## config.mk

```make
export PLATFORM = sky130hd
export DESIGN_NAME = icb_cmd_loader
export DESIGN_NICKNAME = d
export VERILOG_FILES = /design/src/rtl/icb_pkg.sv /design/src/rtl/icb_cmd_slot.sv /design/src/rtl/icb_cmd_loader.sv
export SDC_FILE = /design/constraint.sdc
export NUM_CORES = 1
export LEC_CHECK = 0
export ABC_AREA = 1
export ABC_CLOCK_PERIOD_IN_PS = 5000
export CAP_MARGIN = 20
export CORE_MARGIN = 2
export CORE_UTILIZATION = 49
export DETAILED_ROUTE_END_ITERATION = 6
export PLACE_DENSITY = 0.78
export SLEW_MARGIN = 0
export SYNTH_ARGS = -nofsm -noshare
export SYNTH_HDL_FRONTEND = slang
export SYNTH_SLANG_ARGS = --single-unit
```

## constraint.sdc

```tcl
create_clock -name clk -period 5 [get_ports clk]
set_clock_uncertainty 0.1 [all_clocks]
set_input_delay 1 -clock clk [delete_from_list [all_inputs] [get_ports clk]]
set_output_delay 1 -clock clk [all_outputs]
set_load 0.05 [all_outputs]
```

## src/rtl/icb_pkg.sv

```systemverilog
// Shared ICB definitions for the command loader: bus widths, default
// register addresses and the loader state encoding.
package icb_pkg;

    localparam int ICB_AW = 32;
    localparam int ICB_DW = 32;
    localparam int ICB_MW = 4;
    localparam int OUT_W  = 4;
    localparam int IDX_W  = 13;

    localparam logic [ICB_AW-1:0] CTRL_ADDR_DEF   = 32'h1004_2000;
    localparam logic [ICB_AW-1:0] STATUS_ADDR_DEF = 32'h1004_2010;

    typedef enum logic [2:0] {
        ST_IDLE,
        ST_DATA,
        ST_GO_SET,
        ST_GO_CLR,
        ST_DRAIN,
        ST_POLL,
        ST_POLL_WAIT,
        ST_FIN
    } state_e;

endpackage

```

## src/rtl/icb_cmd_slot.sv

```systemverilog
// Single registered ICB command; holds valid/addr/wdata/read until accepted.
// Ports: clk_i/rst_i, load_i + addr/wdata/read_i in, ready_i from bus,
// valid/addr/wdata/read_o to bus, free_o (may load now), accept_o.
module icb_cmd_slot
    import icb_pkg::*;
(
    input  logic              clk_i,
    input  logic              rst_i,
    input  logic              load_i,
    input  logic [ICB_AW-1:0] addr_i,
    input  logic [ICB_DW-1:0] wdata_i,
    input  logic              read_i,
    input  logic              ready_i,
    output logic              valid_o,
    output logic [ICB_AW-1:0] addr_o,
    output logic [ICB_DW-1:0] wdata_o,
    output logic              read_o,
    output logic              free_o,
    output logic              accept_o
);

    logic              valid_q;
    logic [ICB_AW-1:0] addr_q;
    logic [ICB_DW-1:0] wdata_q;
    logic              read_q;

    assign accept_o = valid_q && ready_i;
    // Refill in the same cycle the current command is taken.
    assign free_o   = !valid_q || ready_i;

    assign valid_o  = valid_q;
    assign addr_o   = addr_q;
    assign wdata_o  = wdata_q;
    assign read_o   = read_q;

    always_ff @(posedge clk_i or posedge rst_i) begin
        if (rst_i) begin
            valid_q <= 1'b0;
            addr_q  <= '0;
            wdata_q <= '0;
            read_q  <= 1'b0;
        end else if (load_i) begin
            valid_q <= 1'b1;
            addr_q  <= addr_i;
            wdata_q <= wdata_i;
            read_q  <= read_i;
        end else if (accept_o) begin
            valid_q <= 1'b0;
        end
    end

endmodule

```

## src/rtl/icb_cmd_loader.sv

```systemverilog
// ICB initiator: streams source words as writes, pulses the go register,
// drains responses and polls status bit0 until done.
// Ports: clk/rst, start/base_addr/word_cnt, src_* stream, icb_cmd_*/icb_rsp_*
// bus, busy/done/err status.
module icb_cmd_loader
    import icb_pkg::*;
#(
    parameter int unsigned       ADDR_STEP       = 1,
    parameter logic [ICB_AW-1:0] CTRL_ADDR       = CTRL_ADDR_DEF,
    parameter logic [ICB_AW-1:0] STATUS_ADDR     = STATUS_ADDR_DEF,
    parameter int unsigned       MAX_OUTSTANDING = 4
) (
    input  logic              clk,
    input  logic              rst,
    input  logic              start,
    input  logic [ICB_AW-1:0] base_addr,
    input  logic [IDX_W-1:0]  word_cnt,
    input  logic              src_valid,
    output logic              src_ready,
    input  logic [ICB_DW-1:0] src_data,
    output logic              icb_cmd_valid,
    input  logic              icb_cmd_ready,
    output logic              icb_cmd_read,
    output logic [ICB_AW-1:0] icb_cmd_addr,
    output logic [ICB_DW-1:0] icb_cmd_wdata,
    output logic [ICB_MW-1:0] icb_cmd_wmask,
    input  logic              icb_rsp_valid,
    output logic              icb_rsp_ready,
    input  logic [ICB_DW-1:0] icb_rsp_rdata,
    input  logic              icb_rsp_err,
    output logic              busy,
    output logic              done,
    output logic              err
);

    localparam logic [OUT_W-1:0]  MAX_O = OUT_W'(MAX_OUTSTANDING);
    localparam logic [ICB_AW-1:0] STEP  = ICB_AW'(ADDR_STEP);

    state_e             state_q;
    logic [ICB_AW-1:0]  base_q;
    logic [IDX_W-1:0]   cnt_q;
    logic [IDX_W-1:0]   idx_q;
    logic [OUT_W-1:0]   out_q;
    logic [OUT_W-1:0]   out_d;
    logic               err_q;
    logic               busy_q;
    logic               done_q;

    logic               slot_valid;
    logic               slot_free;
    logic               accept;
    logic               can_load;
    logic               words_left;
    logic               rsp_ok;
    logic [OUT_W:0]     in_use;

    logic               ld;
    logic [ICB_AW-1:0]  ld_addr;
    logic [ICB_DW-1:0]  ld_wdata;
    logic               ld_read;

    logic               unused_rdata;

    assign unused_rdata  = ^icb_rsp_rdata[ICB_DW-1:1];

    assign icb_cmd_wmask = {ICB_MW{1'b1}};
    assign icb_rsp_ready = 1'b1;
    assign busy          = busy_q;
    assign done          = done_q;
    assign err           = err_q;
    assign icb_cmd_valid = slot_valid;

    // A command parked in the slot counts against the limit, so a held
    // command can never push outstanding past MAX_OUTSTANDING.
    assign in_use     = {1'b0, out_q} + {{OUT_W{1'b0}}, slot_valid};
    assign can_load   = slot_free && (in_use < {1'b0, MAX_O});
    assign words_left = (idx_q != cnt_q);
    assign rsp_ok     = icb_rsp_valid && (out_q != '0);

    assign src_ready = (state_q == ST_DATA) && words_left &&
                       src_valid && can_load;

    always_comb begin
        ld       = 1'b0;
        ld_addr  = '0;
        ld_wdata = '0;
        ld_read  = 1'b0;
        unique case (state_q)
            ST_DATA: begin
                ld       = src_ready;
                ld_addr  = base_q + ICB_AW'(idx_q) * STEP;
                ld_wdata = src_data;
            end
            ST_GO_SET: begin
                ld       = can_load;
                ld_addr  = CTRL_ADDR;
                ld_wdata = 32'h1;
            end
            ST_GO_CLR: begin
                ld       = can_load;
                ld_addr  = CTRL_ADDR;
            end
            ST_POLL: begin
                ld       = can_load;
                ld_addr  = STATUS_ADDR;
                ld_read  = 1'b1;
            end
            default: ;
        endcase
    end

    always_comb begin
        out_d = out_q;
        if (accept && !rsp_ok) begin
            out_d = out_q + 1'b1;
        end else if (!accept && rsp_ok) begin
            out_d = out_q - 1'b1;
        end
    end

    icb_cmd_slot u_slot (
        .clk_i    (clk),
        .rst_i    (rst),
        .load_i   (ld),
        .addr_i   (ld_addr),
        .wdata_i  (ld_wdata),
        .read_i   (ld_read),
        .ready_i  (icb_cmd_ready),
        .valid_o  (slot_valid),
        .addr_o   (icb_cmd_addr),
        .wdata_o  (icb_cmd_wdata),
        .read_o   (icb_cmd_read),
        .free_o   (slot_free),
        .accept_o (accept)
    );

    always_ff @(posedge clk or posedge rst) begin
        if (rst) begin
            state_q <= ST_IDLE;
            base_q  <= '0;
            cnt_q   <= '0;
            idx_q   <= '0;
            out_q   <= '0;
            err_q   <= 1'b0;
            busy_q  <= 1'b0;
            done_q  <= 1'b0;
        end else begin
            out_q  <= out_d;
            done_q <= 1'b0;
            // Stray responses (nothing outstanding) are flagged too.
            if (icb_rsp_valid && (icb_rsp_err || out_q == '0)) begin
                err_q <= 1'b1;
            end
            unique case (state_q)
                ST_IDLE: begin
                    if (start) begin
                        base_q  <= base_addr;
                        cnt_q   <= word_cnt;
                        idx_q   <= '0;
                        err_q   <= 1'b0;
                        busy_q  <= 1'b1;
                        state_q <= (word_cnt == '0) ? ST_GO_SET : ST_DATA;
                    end
                end
                ST_DATA: begin
                    if (src_ready) begin
                        idx_q <= idx_q + 1'b1;
                    end
                    // Leave only once the last word's command is taken.
                    if (!words_left && slot_free) begin
                        state_q <= ST_GO_SET;
                    end
                end
                ST_GO_SET: begin
                    if (can_load) state_q <= ST_GO_CLR;
                end
                ST_GO_CLR: begin
                    if (can_load) state_q <= ST_DRAIN;
                end
                ST_DRAIN: begin
                    if (!slot_valid && out_q == '0) state_q <= ST_POLL;
                end
                ST_POLL: begin
                    if (can_load) state_q <= ST_POLL_WAIT;
                end
                ST_POLL_WAIT: begin
                    if (rsp_ok) begin
                        if (icb_rsp_rdata[0]) begin
                            state_q <= ST_FIN;
                            done_q  <= 1'b1;
                        end else begin
                            state_q <= ST_POLL;
                        end
                    end
                end
                ST_FIN: begin
                    busy_q  <= 1'b0;
                    state_q <= ST_IDLE;
                end
            endcase
        end
    end

endmodule

```

==> results.md, run 1 <==
* CTS buffer count at 17
* Num Clock Sinks at between 100 and 150
* Grt ovf at 0
* Hold Violations, Final at 0
* PD cells at ~590 nW/µm²
* Gate Count Post-Synth at a little under 1000
* Pin count of the biggest net entering global routing at slightly above 70
* Clk Latency, worst-skew pair at about 0.42 ns
* Seq/Total Area, Yosys at 46.3%
* Die X at 126 µm
* Max-cap viol count at 0
* Critical Path RT at 3.90 ns
* Routed length per instance at 13.5 µm
* Max VDD drop at around 0.26 mV
* Cells along the critical path: clkdlybuf4s50_1, inv_1, nand2_1, nand3_1, nor3_2, a21boi_4, buf_4, buf_12
* Post-Layout Cell Count at about 1300
* Min cycle time layout at around 3.8 ns
* CTS Buffer Depth at 2
* Placer Congestion at a little over 0.9
* Core Box Area at about 14000 µm²
* Hold_buf cts at 0
* Max Clock Freq at approximately 260 MHz
* Slew Viols, Final at 0
* Antenna fix cells at 0
* Distinct cells, synth at 34
* Htree depth at 4
* Inst Count DP at between 1000 and 1500
* Max incr delay on CP at about 0.50 ns
* Drt drc at 0
* Layout cell share with drive strength beyond 1 at under 10%
* Initial antenna violation count at 0
* Worst slew pin tran at roughly 0.94 ns
* CTS clk-pin slew, worst paths at ~0.060 ns
* Setup TNS at 0 ns
* Min-delay worst type: register to register
* First-pass GRT wire length at 30.6 mm
* Row count at 44
* Rel. slew slack at about 38%
* Via count at roughly 6700
* Leak pwr at 4.73 nW
* Result of the run: completed
* Initial Utilization at ~50%
* Mean post-synth cell area at around 7.3 µm²
* Vias/cell at ~5.0
* CTS-repair resized insts at 0
* Synthesized area at around 7200 µm²
* Dpl hpwl at 13.5 mm
* Final setup margin at between 1 and 1.5 ns
* IO Pins at 191
* Crit Path Max Fanout at 24
* Final ANT Viol Nets at 0
* Setup Fix Bufs, Post-CTS at 0
* FF+latch count, synth at 134
* Crit path arrival time at ~2.7 ns
* CTS tree: done
* CP Launch Type: input pin
* Final setup vio count at 0
* Die H at roughly 130 µm
* RSZ-0062 raised after global routing: no
* Clk Tree Root Cell: clkbuf_16
* Setup crit end kind: output pin
* CP Class: input pin to output pin
* Pre-antenna DRT Iters at 6
* GRT Resource Usage Total at 24.0%
* Nets at between 1000 and 1500
* Die area at roughly 16000 µm²
* Crit share post-route at between 70% and 80%
* P&R area growth vs syn at 31.7%
* Synthesis Warnings at 0
* Total power at 0.00559 W
* Drt total wl at approximately 18 mm
* Number of global-route vias before repair at around 6300
* R2R Setup Slk at about 2.2 ns
* Port Buffers at between 150 and 200
* Dpl ws at between 1 and 1.5 ns
* DRT iter0 DRCs at 476
* CP max-delay cell: clkdlybuf4s50_1
==> cells by family (layout without fill, tap and decap cells) <==
family	after synthesis	after routing	synth area share, %
AND/OR/NAND/NOR	585	585	32.6
flip-flops	134	134	46.3
buffers and inverters	132	293	7.64
AO/OA/AOI/OAI	85	85	6.14
XOR/XNOR	31	31	3.75
adder cells (fa/ha/maj)	19	19	3.49
other	1	5	0.0518
==> worst paths after layout <==
check | start | cells after the start | endpoint
max | icb_cmd_ready | 8 | src_ready
min | u_slot.wdata_o[25] | 2 | u_slot.wdata_o[25]
max reg2reg | idx_q[1] | 9 | u_slot.addr_o[7]
min reg2reg | u_slot.wdata_o[25] | 2 | u_slot.wdata_o[25]
max in group asynchronous | rst | 3 | idx_q[5]
min in group asynchronous | rst | 2 | u_slot.wdata_o[8]
==> power breakdown <==
part / switching (W) / total, W / internal [W]
Combinational: 0.00163 / 0.00247 / 0.000833
Sequential: 0.000346 / 0.00182 / 0.00148
Clock: 0.000473 / 0.00130 / 0.000824
==> flip-flops by register name, summed over array words and instances, names as in the netlist, 3 cells and up <==
| register | flops |
|---|---|
| base_q | 32 |
| u_slot.addr_o | 32 |
| u_slot.wdata_o | 32 |
| cnt_q | 13 |
| idx_q | 13 |
| out_q | 4 |
| state_q | 3 |
==> through the flow <==
stage	hold WS [ns]	util [%]	instance area [µm²]
after floorplan	0.342	-	7250
after global placement	0.352	61.6	8920
after detailed placement	0.357	61.6	8920
after CTS	0.372	65.9	9540
after global routing	0.385	65.9	9540
final	0.366	65.9	9540
==> layout make-up <==
class	count	area, µm²
Inverter	102	385
Sequential cell	134	3350
Fill cell	1249	4940
Timing Repair Buffer	159	1600
Clock buffer	21	470
Tap cell	184	230
Multi-Input combinational cell	725	3350
Clock inverter	11	146
==> critical path, delay by kind of cell <==
family | cells | cell delay (ns)
compound gates | 1 | 0.22
simple gates | 3 | 0.45
buf+inv | 4 | 1.03
==> synthesized netlist by cell type <==
| cell | number | area share, % |
|---|---|---|
| nor3_1 | 16 | 1.1 |
| clkbuf_1 | 6 | 0.31 |
| inv_2 | 3 | 0.16 |
| nor2_4 | 1 | 0.16 |
| o21ai_0 | 56 | 3.9 |
| nand2_1 | 434 | 23 |
| buf_4 | 6 | 0.62 |
| nand2_2 | 2 | 0.17 |
| xnor2_1 | 17 | 2.1 |
| xor2_1 | 14 | 1.7 |
| nor3b_1 | 1 | 0.10 |
| conb_1 | 1 | 0.052 |
| clkbuf_2 | 1 | 0.069 |
| fa_1 | 2 | 0.55 |
| nand3b_1 | 2 | 0.21 |
| and2_1 | 1 | 0.086 |
| nand2_4 | 1 | 0.16 |
| o211ai_1 | 1 | 0.10 |
| nand3_1 | 48 | 3.3 |
| buf_2 | 15 | 1.0 |
| a21boi_4 | 1 | 0.26 |
| nand4_1 | 14 | 1.2 |
| nor2_1 | 60 | 3.1 |
| ha_1 | 17 | 2.9 |
| nor4_1 | 2 | 0.17 |
| o21ai_1 | 10 | 0.69 |
| o31ai_1 | 1 | 0.10 |
| inv_1 | 99 | 5.1 |
| nor2_2 | 1 | 0.086 |
| a21oi_1 | 16 | 1.1 |
| dfrtp_1 | 134 | 46 |
| or2_2 | 1 | 0.086 |
| buf_6 | 2 | 0.31 |
| nor3_2 | 1 | 0.14 |
==> routing by layer <==
layer / share of wire, % / track usage [%]
met5: 0 / 0
met4: 1.7 / 7.06
met3: 5.8 / 5.61
met2: 44 / 37.4
met1: 49 / 33.8
==> cells in the final DEF (no fill, tap or decap), types with 4 or more instances in the layout <==
cell             instances
dfrtp_1                134
o21ai_1                 10
nor3_1                  16
nand4_1                 14
buf_4                    4
conb_1                   5
clkbuf_16               17
ha_1                    17
nand3_1                 48
clkdlybuf4s50_1        153
nand2_1                434
inv_1                   98
xnor2_1                 17
nor2_1                  60
xor2_1                  14
o21ai_0                 56
a21oi_1                 16
Note: power is estimated with default switching activity, not from simulation.
==> run 2: changes to the inputs <==
--- a/config.mk
+++ b/config.mk
@@ -6,7 +6,7 @@
 export NUM_CORES = 1
 export LEC_CHECK = 0
 export ABC_AREA = 1
-export ABC_CLOCK_PERIOD_IN_PS = 5000
+export ABC_CLOCK_PERIOD_IN_PS = 3700
 export CAP_MARGIN = 20
 export CORE_MARGIN = 2
 export CORE_UTILIZATION = 49
==> constraint.sdc (replaced) <==
create_clock -name clk -period 3.7 [get_ports clk]
set_clock_uncertainty 0.1 [all_clocks]
set_input_delay 0.74 -clock clk [delete_from_list [all_inputs] [get_ports clk]]
set_output_delay 0.74 -clock clk [all_outputs]
set_load 0.05 [all_outputs]
==> run 2 against run 1 <==
  * First-iteration DRC count up 14%
  * Critical path depth down 1
  * Sequential cell count unchanged
  * Largest cell class unchanged
  * Clock power up 38%
  * Sequential share of layout area down 0.21 points
  * Critical path type unchanged
  * Via count up 1.6%
  * Setup slack worse by 0.69 ns
  * Cell count up 0.15%
  * Non-clock buffer count up 2
  * Routed wire length up 0.65%
  * Cell area up 0.59%
  * Register-to-register slack worse by 1.2 ns
  * Highest routed layer unchanged
==> results.md, run 2 (same netlist as run 1, synthesis figures left out) <==
* Max Clock Freq at between 300 and 400 MHz
* CP Launch Type: input pin
* Num Clock Sinks at 134 (unchanged)
* First-pass GRT wire length at 30.4 mm (-0.72%)
* Max-cap viol count at 0 (unchanged)
* Number of global-route vias before repair at 6254 (-0.67%)
* Crit share post-route at between 80% and 90%
* CTS clk-pin slew, worst paths at 0.06 ns (about the same)
* Result of the run: completed
* Via count at 6799 (+1.6%)
* Die area at 15800 µm² (unchanged)
* Grt ovf at 0 (unchanged)
* Hold Violations, Final at 0 (unchanged)
* IO Pins at 191 (unchanged)
* Port Buffers at 154 (unchanged)
* Hold_buf cts at 0 (unchanged)
* P_int at 0.00430 W (+37%)
* Multi-input logic area at 3350 µm² (unchanged)
* Nets at 1276 (+0.16%)
* Routed length per instance at 13.6 µm (+0.50%)
* Row count at 44 (unchanged)
* RSZ-0062 raised after global routing: no
* Min cycle time layout at about 3.2 ns
* Crit Path Max Fanout at 6 (-75%)
* Antenna fix cells at 0 (unchanged)
* Slew Viols, Final at 0 (unchanged)
* Layout cell share with drive strength beyond 1 at 4.42% (+0.17 points)
* Seq pwr share at 32.3% (-0.3 points)
* Drt total wl at 18.2 mm (+0.65%)
* Commonest non-fill, non-tap cell in the layout: nand2_1
* Die H at 126 µm (unchanged)
* Vias/cell at 5.08 (+1.5%)
* Filler Cell Count at 1215 (-2.7%)
* CTS tree: done
* Comb power frac at 44.1% (about the same)
* Htree depth at 4 (unchanged)
* PD cells at 795 nW/µm² (+36%)
* Initial antenna violation count at 0 (unchanged)
* Clk Tree Root Cell: clkbuf_16
* Die X at 126 µm (unchanged)
* Drt drc at 0 (unchanged)
* Final ANT Viol Nets at 0 (unchanged)
* Clock Power Share at 23.7% (+0.5 points)
* CTS Buffer Depth at 2 (unchanged)
* Clk Latency, worst-skew pair at 0.43 ns (about the same)
* CTS buffer count at 17 (unchanged)
* Rel. slew slack at 36.2% (-1.4 points)
* Critical Path RT at 2.86 ns (-1.04 ns)
* Placer Congestion at 0.981 (+5.6%)
* Setup TNS at 0 ns (unchanged)
* Max VDD drop at 0.341 mV (+31%)
* Leak pwr at 4.75 nW (+0.34%)
* Final setup vio count at 0 (unchanged)
* Register area at 3350 µm² (unchanged)
* GRT Resource Usage Total at 23.9% (-0.10 points)
* Min-delay worst type: register to register
* P&R area growth vs syn at 32.5%
* Crit path arrival time at 2.35 ns (-0.35 ns)
* Pin count of the biggest net entering global routing at 62 (-14%)
* Commonest non-fill, non-tap cells in the layout: 434 x nand2_1, 153 x clkdlybuf4s50_1, 134 x dfrtp_1
* Worst slew pin tran at 0.955 ns (+0.0192 ns)
* Initial Utilization at 50.0% (unchanged)
* CP Class: input pin to output pin
* Setup crit end kind: output pin
* Switching Power at 0.00333 W (+36%)
* DRT iter0 DRCs at 541 (+14%)
* Fin Hold WS at 0.368 ns (+0.00191 ns)
* Setup Fix Bufs, Post-CTS at 0 (unchanged)
* Core Box Area at 14500 µm² (unchanged)
* Switching Fraction at 43.7% (-0.26 points)
* CTS-repair resized insts at 0 (unchanged)
* Dpl hpwl at 13.6 mm (+0.91%)
* Pre-antenna DRT Iters at 5 (-1)
==> run 2: power groups by stage <==
stage / Combinational (W) / Sequential [W] / Clock (W)
5_1_grt: 0.00371 / 0.00253 / 0.00189
3_5_place_dp: 0.00334 / 0.00247 / 0
4_1_cts: 0.00337 / 0.00245 / 0.00183
2_1_floorplan: 0.00165 / 0.00309 / 0
6_report: 0.00336 / 0.00246 / 0.00180
3_3_place_gp: 0.00328 / 0.00245 / 0
==> run 2: per-stage QoR <==
step                util (%)  total power, W  instances  area (µm²)  setup slack [ns]
global route            66.2         0.00814       1338        9590             0.387
global placement        61.9         0.00573       1306        8960             0.490
CTS                     66.2         0.00765       1338        9590             0.507
detailed placement      61.9         0.00581       1306        8960             0.463
finish                  66.2         0.00763       1338        9590             0.509
floorplan                  -         0.00474        991        7260              1.10
==> run 2: routing by layer <==
layer / global-route usage [%] / vias to the layer above / routed length [µm]
met4: 6.99 / 0 / 350
met5: 0 / - / 0
li1: - / 3398 / -
met2: 37.8 / 244 / 8250
met1: 33.1 / 3127 / 8400
met3: 5.69 / 30 / 1180
==> run 2: final timing paths <==
kind	cells after the start	from	end	slack, ns
worst min-delay path	2	u_slot.wdata_o[4]	u_slot.wdata_o[4]	0.37
worst max-delay path	7	icb_cmd_ready	src_ready	0.51
max in group asynchronous	3	rst	base_q[25]	2.08
min in group asynchronous	2	rst	out_q[3]	0.67
worst max register to register	8	idx_q[1]	u_slot.wdata_o[12]	0.96
worst min register to register	2	u_slot.wdata_o[4]	u_slot.wdata_o[4]	0.37
==> run 2: worst max-delay path, cell delays in order <==
cell and delay (ns):
clkdlybuf4s50_1 0.49, inv_1 0.04, nand2_1 0.10, nand3_1 0.18, nor3_2 0.23, a21boi_4 0.39, buf_12 0.18
==> run 2: area by class of cell <==
type / instances / share of cell area (%)
tap: 184 / 2.40
timing repair buffer: 161 / 17.1
clock buffer: 20 / 4.76
clock inverter: 12 / 1.83
multi-input combinational: 725 / 34.9
sequential: 134 / 35.0
inverter: 102 / 4.03
==> run 3: changes to the inputs <==
--- a/config.mk
+++ b/config.mk
@@ -7,11 +7,11 @@
 export LEC_CHECK = 0
 export ABC_AREA = 1
 export ABC_CLOCK_PERIOD_IN_PS = 3700
-export CAP_MARGIN = 20
 export CORE_MARGIN = 2
 export CORE_UTILIZATION = 49
 export DETAILED_ROUTE_END_ITERATION = 6
 export PLACE_DENSITY = 0.78
+export SKIP_LAST_GASP = 1
 export SLEW_MARGIN = 0
 export SYNTH_ARGS = -nofsm -noshare
 export SYNTH_HDL_FRONTEND = slang
==> results of run 3 <==
No change in the layout: final DEF, timing and power equal those of run 2.
